--- config.mk ---
export PLATFORM = sky130hd
export DESIGN_NAME = router_register_flat
export DESIGN_NICKNAME = d
export VERILOG_FILES = /design/src/rtl/router_pkg.sv /design/src/rtl/router_register_if.sv /design/src/rtl/router_parity_chk.sv /design/src/rtl/router_register.sv /design/src/flat_wrapper.sv
export SDC_FILE = /design/constraint.sdc
export NUM_CORES = 1
export LEC_CHECK = 0
export BUFFER_PORTS_ARGS = -buffer_cell sky130_fd_sc_hd__buf_2
export CORE_ASPECT_RATIO = 0.5
export CORE_MARGIN = 5
export CORE_UTILIZATION = 55
export CTS_BUF_LIST = sky130_fd_sc_hd__clkbuf_2 sky130_fd_sc_hd__clkbuf_4 sky130_fd_sc_hd__clkbuf_8
export DETAILED_ROUTE_END_ITERATION = 6
export HOLD_SLACK_MARGIN = 0.12
export PLACE_DENSITY = 0.77
export SLEW_MARGIN = 0
export SYNTH_ARGS = -nofsm -noshare
export SYNTH_HDL_FRONTEND = slang
export SYNTH_SLANG_ARGS = --single-unit
--- constraint.sdc ---
create_clock -name clock -period 2.4 [get_ports clock]
set_clock_uncertainty 0.1 [all_clocks]
set_input_delay 0.24 -clock clock [delete_from_list [all_inputs] [get_ports clock]]
set_output_delay 0.24 -clock clock [all_outputs]
set_load 0.1 [all_outputs]
--- src/rtl/router_pkg.sv ---
// router_pkg: shared widths and header field layout for the router datapath.
package router_pkg;
    localparam int DATA_WIDTH = 8;
    localparam int ADDR_LSB = 0;
    localparam int ADDR_MSB = 1;
    localparam int LEN_LSB = 2;
    localparam int LEN_MSB = 7;
    localparam logic [ADDR_MSB-ADDR_LSB:0] ADDR_INVALID = 2'b11;
    typedef logic [DATA_WIDTH-1:0] byte_t;
endpackage

--- src/rtl/router_register_if.sv ---
// router_register_if: FSM state decode, byte stream and status between router FSM and register stage.
interface router_register_if;
    import router_pkg::*;
    logic  pkt_valid;
    byte_t data_in;
    logic  fifo_full;
    logic  detect_add;
    logic  ld_state;
    logic  laf_state;
    logic  full_state;
    logic  lfd_state;
    logic  rst_int_reg;
    logic  err;
    logic  parity_done;
    logic  low_pkt_valid;
    byte_t dout;
    modport master (
        output pkt_valid, data_in, fifo_full, detect_add, ld_state, laf_state,
               full_state, lfd_state, rst_int_reg,
        input  err, parity_done, low_pkt_valid, dout
    );
    modport slave (
        input  pkt_valid, data_in, fifo_full, detect_add, ld_state, laf_state,
               full_state, lfd_state, rst_int_reg,
        output err, parity_done, low_pkt_valid, dout
    );
endinterface

--- src/rtl/router_parity_chk.sv ---
// router_parity_chk: running XOR parity over header+payload, captured packet parity and mismatch flag.
module router_parity_chk
    import router_pkg::*;
(
    input  logic  clock,
    input  logic  resetn,
    input  logic  detect_add_i,
    input  logic  lfd_state_i,
    input  logic  ld_state_i,
    input  logic  laf_state_i,
    input  logic  full_state_i,
    input  logic  fifo_full_i,
    input  logic  pkt_valid_i,
    input  logic  low_pkt_valid_i,
    input  byte_t header_i,
    input  byte_t data_in_i,
    output logic  parity_done_o,
    output logic  err_o
);
    byte_t int_parity_q, int_parity_d, pkt_parity_q, pkt_parity_d;
    logic  parity_done_q, parity_done_d, err_q, err_d;
    logic  done_set;

    // A parity byte stalled by a full FIFO completes when it is replayed in LOAD_AFTER_FULL.
    assign done_set = (ld_state_i && !fifo_full_i && !pkt_valid_i) ||
                      (laf_state_i && low_pkt_valid_i && !parity_done_q);

    always_comb begin
        int_parity_d  = detect_add_i ? '0 :
                        lfd_state_i ? int_parity_q ^ header_i :
                        (ld_state_i && pkt_valid_i && !full_state_i) ? int_parity_q ^ data_in_i :
                        int_parity_q;
        pkt_parity_d  = (ld_state_i && !pkt_valid_i) ? data_in_i : pkt_parity_q;
        parity_done_d = detect_add_i ? 1'b0 : done_set ? 1'b1 : parity_done_q;
        err_d         = detect_add_i ? 1'b0 : parity_done_q ? (int_parity_q != pkt_parity_q) : err_q;
    end

    always_ff @(posedge clock or negedge resetn) begin
        if (!resetn) begin
            int_parity_q  <= '0;
            pkt_parity_q  <= '0;
            parity_done_q <= 1'b0;
            err_q         <= 1'b0;
        end else begin
            int_parity_q  <= int_parity_d;
            pkt_parity_q  <= pkt_parity_d;
            parity_done_q <= parity_done_d;
            err_q         <= err_d;
        end
    end

    assign parity_done_o = parity_done_q;
    assign err_o         = err_q;
endmodule

--- src/rtl/router_register.sv ---
// router_register: header latch and byte forwarding to the output FIFO with full-stall holding.
// Define ROUTER_REG_ADDR_CHECK_EN to reject headers carrying the invalid address 2'b11.
module router_register
    import router_pkg::*;
(
    input logic clock,
    input logic resetn,
    router_register_if.slave bus
);
    byte_t header_q, header_d, full_byte_q, full_byte_d, dout_q, dout_d;
    logic  low_pkt_valid_q, low_pkt_valid_d;
    logic  addr_ok;

`ifdef ROUTER_REG_ADDR_CHECK_EN
    assign addr_ok = bus.data_in[ADDR_MSB:ADDR_LSB] != ADDR_INVALID;
`else
    assign addr_ok = 1'b1;
`endif

    always_comb begin
        header_d        = (bus.detect_add && bus.pkt_valid && addr_ok) ? bus.data_in : header_q;
        dout_d          = bus.lfd_state ? header_q :
                          bus.ld_state ? (bus.fifo_full ? dout_q : bus.data_in) :
                          bus.laf_state ? full_byte_q : dout_q;
        full_byte_d     = (!bus.lfd_state && bus.ld_state && bus.fifo_full) ? bus.data_in : full_byte_q;
        low_pkt_valid_d = bus.rst_int_reg ? 1'b0 :
                          (bus.ld_state && !bus.pkt_valid) ? 1'b1 : low_pkt_valid_q;
    end

    always_ff @(posedge clock or negedge resetn) begin
        if (!resetn) begin
            header_q        <= '0;
            full_byte_q     <= '0;
            dout_q          <= '0;
            low_pkt_valid_q <= 1'b0;
        end else begin
            header_q        <= header_d;
            full_byte_q     <= full_byte_d;
            dout_q          <= dout_d;
            low_pkt_valid_q <= low_pkt_valid_d;
        end
    end

    router_parity_chk u_parity (
        .clock          (clock),
        .resetn         (resetn),
        .detect_add_i   (bus.detect_add),
        .lfd_state_i    (bus.lfd_state),
        .ld_state_i     (bus.ld_state),
        .laf_state_i    (bus.laf_state),
        .full_state_i   (bus.full_state),
        .fifo_full_i    (bus.fifo_full),
        .pkt_valid_i    (bus.pkt_valid),
        .low_pkt_valid_i(low_pkt_valid_q),
        .header_i       (header_q),
        .data_in_i      (bus.data_in),
        .parity_done_o  (bus.parity_done),
        .err_o          (bus.err)
    );

    assign bus.dout          = dout_q;
    assign bus.low_pkt_valid = low_pkt_valid_q;
endmodule

--- src/flat_wrapper.sv ---
// flat-port wrapper written by rule: the top's interface ports become plain ports
module router_register_flat import router_pkg::*;
  (clock, resetn, bus_pkt_valid, bus_data_in, bus_fifo_full, bus_detect_add, bus_ld_state, bus_laf_state, bus_full_state, bus_lfd_state, bus_rst_int_reg, bus_err, bus_parity_done, bus_low_pkt_valid, bus_dout);
  router_register_if bus_i ();
  input logic clock;
  input logic resetn;
  input wire logic [$bits(bus_i.pkt_valid)-1:0] bus_pkt_valid;
  input wire logic [$bits(bus_i.data_in)-1:0] bus_data_in;
  input wire logic [$bits(bus_i.fifo_full)-1:0] bus_fifo_full;
  input wire logic [$bits(bus_i.detect_add)-1:0] bus_detect_add;
  input wire logic [$bits(bus_i.ld_state)-1:0] bus_ld_state;
  input wire logic [$bits(bus_i.laf_state)-1:0] bus_laf_state;
  input wire logic [$bits(bus_i.full_state)-1:0] bus_full_state;
  input wire logic [$bits(bus_i.lfd_state)-1:0] bus_lfd_state;
  input wire logic [$bits(bus_i.rst_int_reg)-1:0] bus_rst_int_reg;
  output wire logic [$bits(bus_i.err)-1:0] bus_err;
  output wire logic [$bits(bus_i.parity_done)-1:0] bus_parity_done;
  output wire logic [$bits(bus_i.low_pkt_valid)-1:0] bus_low_pkt_valid;
  output wire logic [$bits(bus_i.dout)-1:0] bus_dout;
  assign bus_i.pkt_valid = bus_pkt_valid;
  assign bus_i.data_in = bus_data_in;
  assign bus_i.fifo_full = bus_fifo_full;
  assign bus_i.detect_add = bus_detect_add;
  assign bus_i.ld_state = bus_ld_state;
  assign bus_i.laf_state = bus_laf_state;
  assign bus_i.full_state = bus_full_state;
  assign bus_i.lfd_state = bus_lfd_state;
  assign bus_i.rst_int_reg = bus_rst_int_reg;
  assign bus_err = bus_i.err;
  assign bus_parity_done = bus_i.parity_done;
  assign bus_low_pkt_valid = bus_i.low_pkt_valid;
  assign bus_dout = bus_i.dout;
  router_register u_core (.clock(clock), .resetn(resetn), .bus(bus_i));
endmodule
Word-level counts from Yosys, hierarchy flattened. Cells that the tools add are included.

ROM bits: 0. Latch bits: 0. Input bits: 18. RAM bits: 0. Word-level logic and storage cells: 47. Register bits after elaboration: 43. Output and inout port bits: 11. Memories kept: 0.

Bitwise gates (word level): 2. $mul: 0. Div/mod/pow operators: 0. Mux-type cells: 13. Reductions and logical operators: 22. Shift operators: 0. Add/sub/neg operators: 0. Equal/unequal tests: 2. Order comparisons: 0.

Operators with widths (number): $mux W8 (7); $xor A8 B8 Y8 (2); $logic_and A1 B1 Y1 (10); $ne A8 B8 Y1 (1); $mux W1 (6); $reduce_bool A2 Y1 (3); $reduce_bool A3 Y1 (2); $logic_not A1 Y1 (5); $ne A3 B2 Y1 const B (1); $reduce_and A2 Y1 (1); $logic_or A1 B1 Y1 (1).

Longest topological paths before layout. Gate-level depths: netlist of run 1.

Word-level depth: 6. Depth in mapped cells: 6. Depth with buffers taken out: 4.

Hierarchy. From an unflattened synthesis of run 1, not the netlist that was laid out.

Cell total of the unflattened synthesis: 165. Area, all modules: 2040.7 um^2.

By module, submodules not included: router_register (cells each 86, area each 1109.8 um^2, sequential area each 625.6 um^2, times used 1); router_parity_chk (cells each 79, area each 930.9 um^2, sequential area each 450.4 um^2, times used 1).

Worst setup path after synthesis of run 1. OpenSTA, ideal clock, no wires.

Path type: register -> register. Start: reg u_core.u_parity.parity_done_q (netlist: u_core.u_parity.parity_done_o). End: reg u_core.u_parity.err_q (netlist: u_core.u_parity.err_o). Setup time: 0.084 ns. Buffers on the path: 0. Path slack: 0.991 ns. Clock period less this slack: 1.409 ns. Stages on the path, launching flop included: 3. Required time: 2.216 ns. Data arrival time: 1.225 ns. Cell sequence: dfrtp_1 -> o21bai_1 -> a31oi_1.

Longest elaborated chain between the ends: 1.

Ends and longest elaborated chain: from (decl) (RTL line router_parity_chk.sv:21) `logic parity_done_q, parity_done_d, err_q, err_d;`; from (signal assigned) (RTL line router_parity_chk.sv:47) `parity_done_q <= parity_done_d;`; $reduce_bool A2 Y1 (no source line); to (signal assigned) (RTL line router_parity_chk.sv:48) `err_q <= err_d;`; to (decl) (RTL line router_parity_chk.sv:21).

No other way between the ends. A chain may end at the register's enable or synchronous reset.

Worst setup path in the final report of run 1.
Start: in bus_laf_state. End: reg u_core.dout_q[7] (netlist: u_core.bus.dout[7]).

Longest elaborated chain between the ends: 2.

Ends and longest elaborated chain: from (decl) (RTL line flat_wrapper.sv:12) `input wire logic [$bits(bus_i.laf_state)-1:0] bus_laf_state;`; $reduce_bool A3 Y1 (no source line); $reduce_and A2 Y1 (no source line); to (signal assigned) (RTL line router_register.sv:39) `dout_q <= dout_d;`; to (decl) (RTL line router_register.sv:10) `byte_t header_q, header_d, full_byte_q, full_byte_d, dout_q, dout_d;`.

No other way between the ends.

==> results of run 1 <==
==> routing by layer <==
metal,track usage,up-vias,share of wire
li1,-,622,-
met5,0,-,0
met3,0.06456,7,0.041
met1,0.2698,602,0.53
met4,0.05660,0,0.014
met2,0.2433,20,0.41
==> synthesized netlist by cell type <==
library cell  count  area, µm²
a211oi_1          1      7.510
a21o_2            1      8.760
a21oi_1           9      45.04
a221o_1           1      10.01
a22oi_1           7      52.55
a31oi_1           1      6.260
and3b_1           1      8.760
buf_12            1      20.02
buf_2             1      5.000
buf_6             3      33.78
clkbuf_1          1      3.750
dfrtp_1          43       1076
inv_1             1      3.750
mux2_2           24      270.3
mux2i_1          16      160.2
nand2_1           1      3.750
nand2b_1          3      18.77
nand3b_2          1      11.26
nand3b_4          1      20.02
nand4_1           1      6.260
nor2_1           12      45.04
nor4_1            1      6.260
o21ai_0           7      35.03
o21bai_1          1      7.510
xnor2_1          13      113.9
xor2_1            3      26.28
==> kinds of logic after synthesis <==
group                     count (synthesis)  synth area share
AOI/OAI and AO/OA                        28           0.08609
xor gates and xnor gates                 16           0.06987
muxes                                    40            0.2146
buffers and inverters                     7           0.03306
and+or+nand+nor                          21           0.05989
DFF                                      43            0.5365
==> area by class of cell <==
class                           count  area [µm²]  share of cell area
Inverter                            1       3.754            0.001660
Clock inverter                      3       15.01            0.006641
Tap cell                           51       63.81             0.02822
Timing Repair Buffer               31       170.2             0.07526
Clock buffer                        5       68.82             0.03044
Multi-Input combinational cell    105       863.3              0.3818
Sequential cell                    43        1076              0.4759
==> flip-flops by register name, summed over array words and instances (netlist names) <==
| signal | cells |
|---|---|
| u_core.full_byte_q | 8 |
| u_core.bus.low_pkt_valid | 1 |
| u_core.header_q | 8 |
| u_core.u_parity.int_parity_q | 8 |
| u_core.u_parity.parity_done_o | 1 |
| u_core.u_parity.err_o | 1 |
| u_core.u_parity.pkt_parity_q | 8 |
| u_core.bus.dout | 8 |
==> stage by stage <==
step           instance area, µm²  instances  power (mW)  hold slack, ns
6_report                     2261        239       1.873          0.1568
5_1_grt                      2261        239       1.987          0.1473
2_1_floorplan                2006        155       1.335         -0.1556
3_3_place_gp                 2147        228       1.432          0.2965
3_5_place_dp                 2147        228       1.447          0.2977
4_1_cts                      2261        239       1.887          0.1557
==> power breakdown <==
part / internal (mW) / switching (mW) / total, mW
clock: 0.199 / 0.241 / 0.440
combinational: 0.179 / 0.338 / 0.517
sequential: 0.838 / 0.0782 / 0.916
total: 1.22 / 0.657 / 1.87
==> layout by cell type (no fill, tap or decap) <==
cell and instances:
nand2b_1 3, dlygate4sd3_1 3, a21oi_1 9, mux2i_1 16, clkbuf_8 5, xnor2_1 13, clkinv_2 3, a31oi_1 1
dfrtp_1 43, nor2_1 12, buf_2 28, nand4_1 1, nand2_1 1, and3b_1 1, nor4_1 1, a221o_1 1
nand3b_4 1, inv_1 1, nand3b_2 1, o21ai_0 7, o21bai_1 1, a211oi_1 1, mux2_2 24, a21o_2 1
a22oi_1 7, xor2_1 3
==> worst paths after layout <==
check	endpoint	cells after the start	slack [ns]	from
worst max-delay path	u_core.bus.dout[7]$_DFFE_PN0P_	5	0.89	bus_laf_state
worst min-delay path	u_core.full_byte_q[0]$_DFFE_PN0P_	2	0.16	bus_data_in[0]
worst max register to register	u_core.u_parity.err_o$_DFFE_PN0P_	4	1.19	u_core.u_parity.int_parity_q[5]$_DFFE_PN0P_
worst min register to register	u_core.bus.dout[6]$_DFFE_PN0P_	2	0.41	u_core.bus.dout[6]$_DFFE_PN0P_
max in group asynchronous	u_core.full_byte_q[7]$_DFFE_PN0P_	2	1.10	resetn
min in group asynchronous	u_core.u_parity.int_parity_q[4]$_DFFE_PN0P_	2	0.52	resetn
==> worst max-delay path, stage by stage <==
cell	delay, ns
dlygate4sd3_1	0.52
buf_2	0.12
nand2b_1	0.08
and3b_1	0.28
a221o_1	0.35
==> reports/qor.yml, run 1 <==
setup_path:
  crit_path_end_kind: "flip-flop"
  critPathLaunchType: "input pin"
  worstPathArrival_ns: 1.60
  path_class: "input pin to flip-flop"
  crit_fanout: 8
  cp.required_ns: 2.49
clock_network:
  holdBufCountCts: 3
  post_cts_resized: 0
  tritoncts: "built"
  cts_root_buffer: "clkbuf_8"
  htreeDepth: 2
  clock_latency_ns: 0.30
  cts_setup_buffers: 0
  cts_buffer_depth: 2
  cts_inserted_buffers: 5
  clk_pin_slew_ns: 0.08
  clkSinkCount: 43
sta:
  setup_violations: 0
  finalWorstSetupSlack_ns: 0.8907
  slew_headroom: 0.3740
  fmax_ghz: 0.6626
  final.period_utilization: 0.6289
  layout_min_cycle_time_ns: 1.509
  rsz0062_at_grt: "false"
  slew_viol_final: 0
  timing_hold_violations_final: 0
  setup_tns_ns: 0
  tightest_slew_ns: 0.9390
synth:
  syn_avg_cell_area_um2: 12.94
  synth_area_um2: 2006
  yosysSeqAreaShare: 0.5365
  ys_warn_count: 0
  synth-seq-cells: 43
  syn_nets: 173
  synthCells: 155
  yosys.cell_types.count: 26
finish:
  diodes: 0
  post-route-util: 0.6512
  layout.nets: 205
  area_growth_syn_to_layout_pct: 12.73
  drive_gt1_frac: 0.3351
  fillers: 272
global_routing:
  grt_pass1_vias: 1238
  track_usage: 0.1817
  grt_pass1_wl_um: 6465
  grt_max_degree: 44
  antenna_found_initial: 0
  overflow: 0
placed_design:
  dpl.hpwl_um: 2785
  gp_congestion: 0.7757
  io_buffers: 28
  pre_cts_ws_ns: 0.8421
detailed_routing:
  drc: 0
  drt_iter0_markers: 29
  vias: 1251
  vias_per_cell: 5.234
  dr.pass1.iters: 4
  routed_wl_um: 3812
  post_drt_wl_per_cell_um: 15.95
  drtAntennaViolNets: 0
die:
  pin_count: 29
  core-area_um2: 3472
  dieArea_um2: 5028
  start_util: 0.5777
  row_count: 15
  die_w_um: 95.40
  die_y_um: 52.70
pwr:
  leakagePower_nw: 1.051
  ir_drop_mv: 0.3717
  powerDensity_nw_per_um2: 828.5
status:
  status: "finished clean"
job:
  cap_violations: 0
min_path:
  hold_path_class: "input pin to flip-flop"
Note: power is estimated with default switching activity, not from simulation.
==> run 2: changes to the inputs <==
- clock period: 2.4 -> 1.5 ns (I/O delays scaled with it)
==> reports/qor.yml, run 2 (synthesis results as in run 1) <==
pwr:
  clkPwrFrac: 0.237
  power.switching_mw: 1.064
  leakagePower_nw: 1.124
  powerDensity_nw_per_um2: 1266
  total_power_mw: 3.066
  power_frac_seq: 0.480
  p_int_mw: 2.002
  ir_drop_mv: 0.5509
  swShare: 0.3471
  p_comb_frac: 0.284
placed_design:
  io_buffers: 28
  dpl.hpwl_um: 2910
  placed_cell_area_um2: 2212
  pre_cts_ws_ns: 0.1736
  gp_congestion: 0.7913
setup_path:
  crit_path_end_kind: "flip-flop"
  cp_slowest_cell: "dlygate4sd3_1"
  slowest_delay_ns: 0.55
  crit_fanout: 8
  path_cells: "dlygate4sd3_1 > buf_2 > nand2b_1 > and3b_1 > a221o_1"
  worstPathArrival_ns: 1.54
  cp.required_ns: 1.58
  critPathLaunchType: "input pin"
  path_class: "input pin to flip-flop"
  cp_top_family: "buffers and inverters"
  critPathBufInv: 2
clock_network:
  clkSinkCount: 43
  clock_latency_ns: 0.29
  cts_setup_buffers: 0
  clk_pin_slew_ns: 0.08
  cts_root_buffer: "clkbuf_8"
  htreeDepth: 2
  cts_buffer_depth: 2
  cts_inserted_buffers: 5
  tritoncts: "built"
  holdBufCountCts: 12
  post_cts_resized: 0
finish:
  final_common_cell: "dfrtp_1"
  stdcell_area_um2: 2421
  post-route-util: 0.6973
  layout_common_cells: "dfrtp_1 (43), buf_2 (28), mux2_2 (24)"
  fillers: 243
  multi_input_area_um2: 863.3
  layout.nets: 221
  register_area_um2: 1076
  diodes: 0
  area_growth_syn_to_layout_pct: 20.71
  drive_gt1_frac: 0.3431
sta:
  rsz0062_at_grt: "false"
  timing_hold_violations_final: 0
  layout_min_cycle_time_ns: 1.466
  setup_violations: 0
  fmax_ghz: 0.6823
  final.period_utilization: 0.9772
  finalWorstSetupSlack_ns: 0.03427
  setup_tns_ns: 0
  slew_headroom: 0.6739
  slew_viol_final: 0
  tightest_slew_ns: 0.4925
die:
  start_util: 0.5777
  dieArea_um2: 5028
  row_count: 15
  die_w_um: 95.40
  die_y_um: 52.70
  core-area_um2: 3472
  pin_count: 29
detailed_routing:
  vias_per_cell: 5.243
  routed_wl_um: 4075
  dr.pass1.iters: 4
  drtAntennaViolNets: 0
  drt_iter0_markers: 51
  post_drt_wl_per_cell_um: 15.98
  drc: 0
  vias: 1337
min_path:
  hold_path_class: "input pin to flip-flop"
global_routing:
  antenna_found_initial: 0
  grt_pass1_vias: 1346
  grt_max_degree: 44
  overflow: 0
  grt_pass1_wl_um: 6879
  track_usage: 0.1857
status:
  status: "finished clean"
job:
  cap_violations: 0
[run 2: cell count changes in the layout (fill, tap and decap cells not counted), sizes merged]
| cell | change |
|---|---|
| dlygate4sd3 | +9 |
| clkbuf | +1 |
| buf | +7 |
| clkinv | -2 |
| clkinvlp | +1 |
[run 2: layer usage]
metal | up-vias | routed length [µm] | GRT usage
met5 | - | 0 | 0
met4 | 0 | 44 | 0.04953
met3 | 7 | 129 | 0.04591
met2 | 17 | 1791 | 0.2781
met1 | 664 | 2109 | 0.2684
li1 | 649 | - | -
[run 2: area by class of cell]
cell class,instances,share of cell area
clock buffers,6,0.03152
clock inverters,2,0.005168
flip-flops and latches,43,0.4444
inverters,1,0.001550
multi-input cells,105,0.3566
well taps,51,0.02636
repair buffers,47,0.1344
[run 2: metrics by stage]
stage | hold slack [ns] | instances
after floorplan | -0.2456 | 155
after global placement | 0.04137 | 235
after detailed placement | 0.04540 | 235
after CTS | 0.1640 | 255
after global routing | 0.1790 | 255
final | 0.1615 | 255
[run 2: final timing paths]
path / startpoint / end / slack (ns) / cells after the start
worst max-delay path: bus_laf_state / u_core.bus.dout[7]$_DFFE_PN0P_ / 0.03 / 5
worst min register to register: u_core.u_parity.parity_done_o$_DFFE_PN0P_ / u_core.u_parity.err_o$_DFFE_PN0P_ / 0.41 / 1
min in group asynchronous: resetn / u_core.u_parity.pkt_parity_q[4]$_DFFE_PN0P_ / 0.26 / 3
worst min-delay path: bus_fifo_full / u_core.u_parity.parity_done_o$_DFFE_PN0P_ / 0.16 / 4
worst max register to register: u_core.u_parity.int_parity_q[0]$_DFFE_PN0P_ / u_core.u_parity.err_o$_DFFE_PN0P_ / 0.20 / 4
max in group asynchronous: resetn / u_core.full_byte_q[0]$_DFFE_PN0P_ / 0.84 / 3
[run 2: power by group through the flow]
stage	Sequential (mW)	Clock [mW]	Combinational, mW
floorplan	1.77	0	0.369
global placement	1.48	0	0.832
detailed placement	1.49	0	0.845
CTS	1.47	0.745	0.874
global route	1.49	0.786	0.934
finish	1.47	0.726	0.869
[run 2: worst register-to-register path, stage by stage, from the launching register on]
cell and delay [ns]:
dfrtp_1 0.41, xnor2_1 0.19, nand4_1 0.13, nor4_1 0.22, a31oi_1 0.12
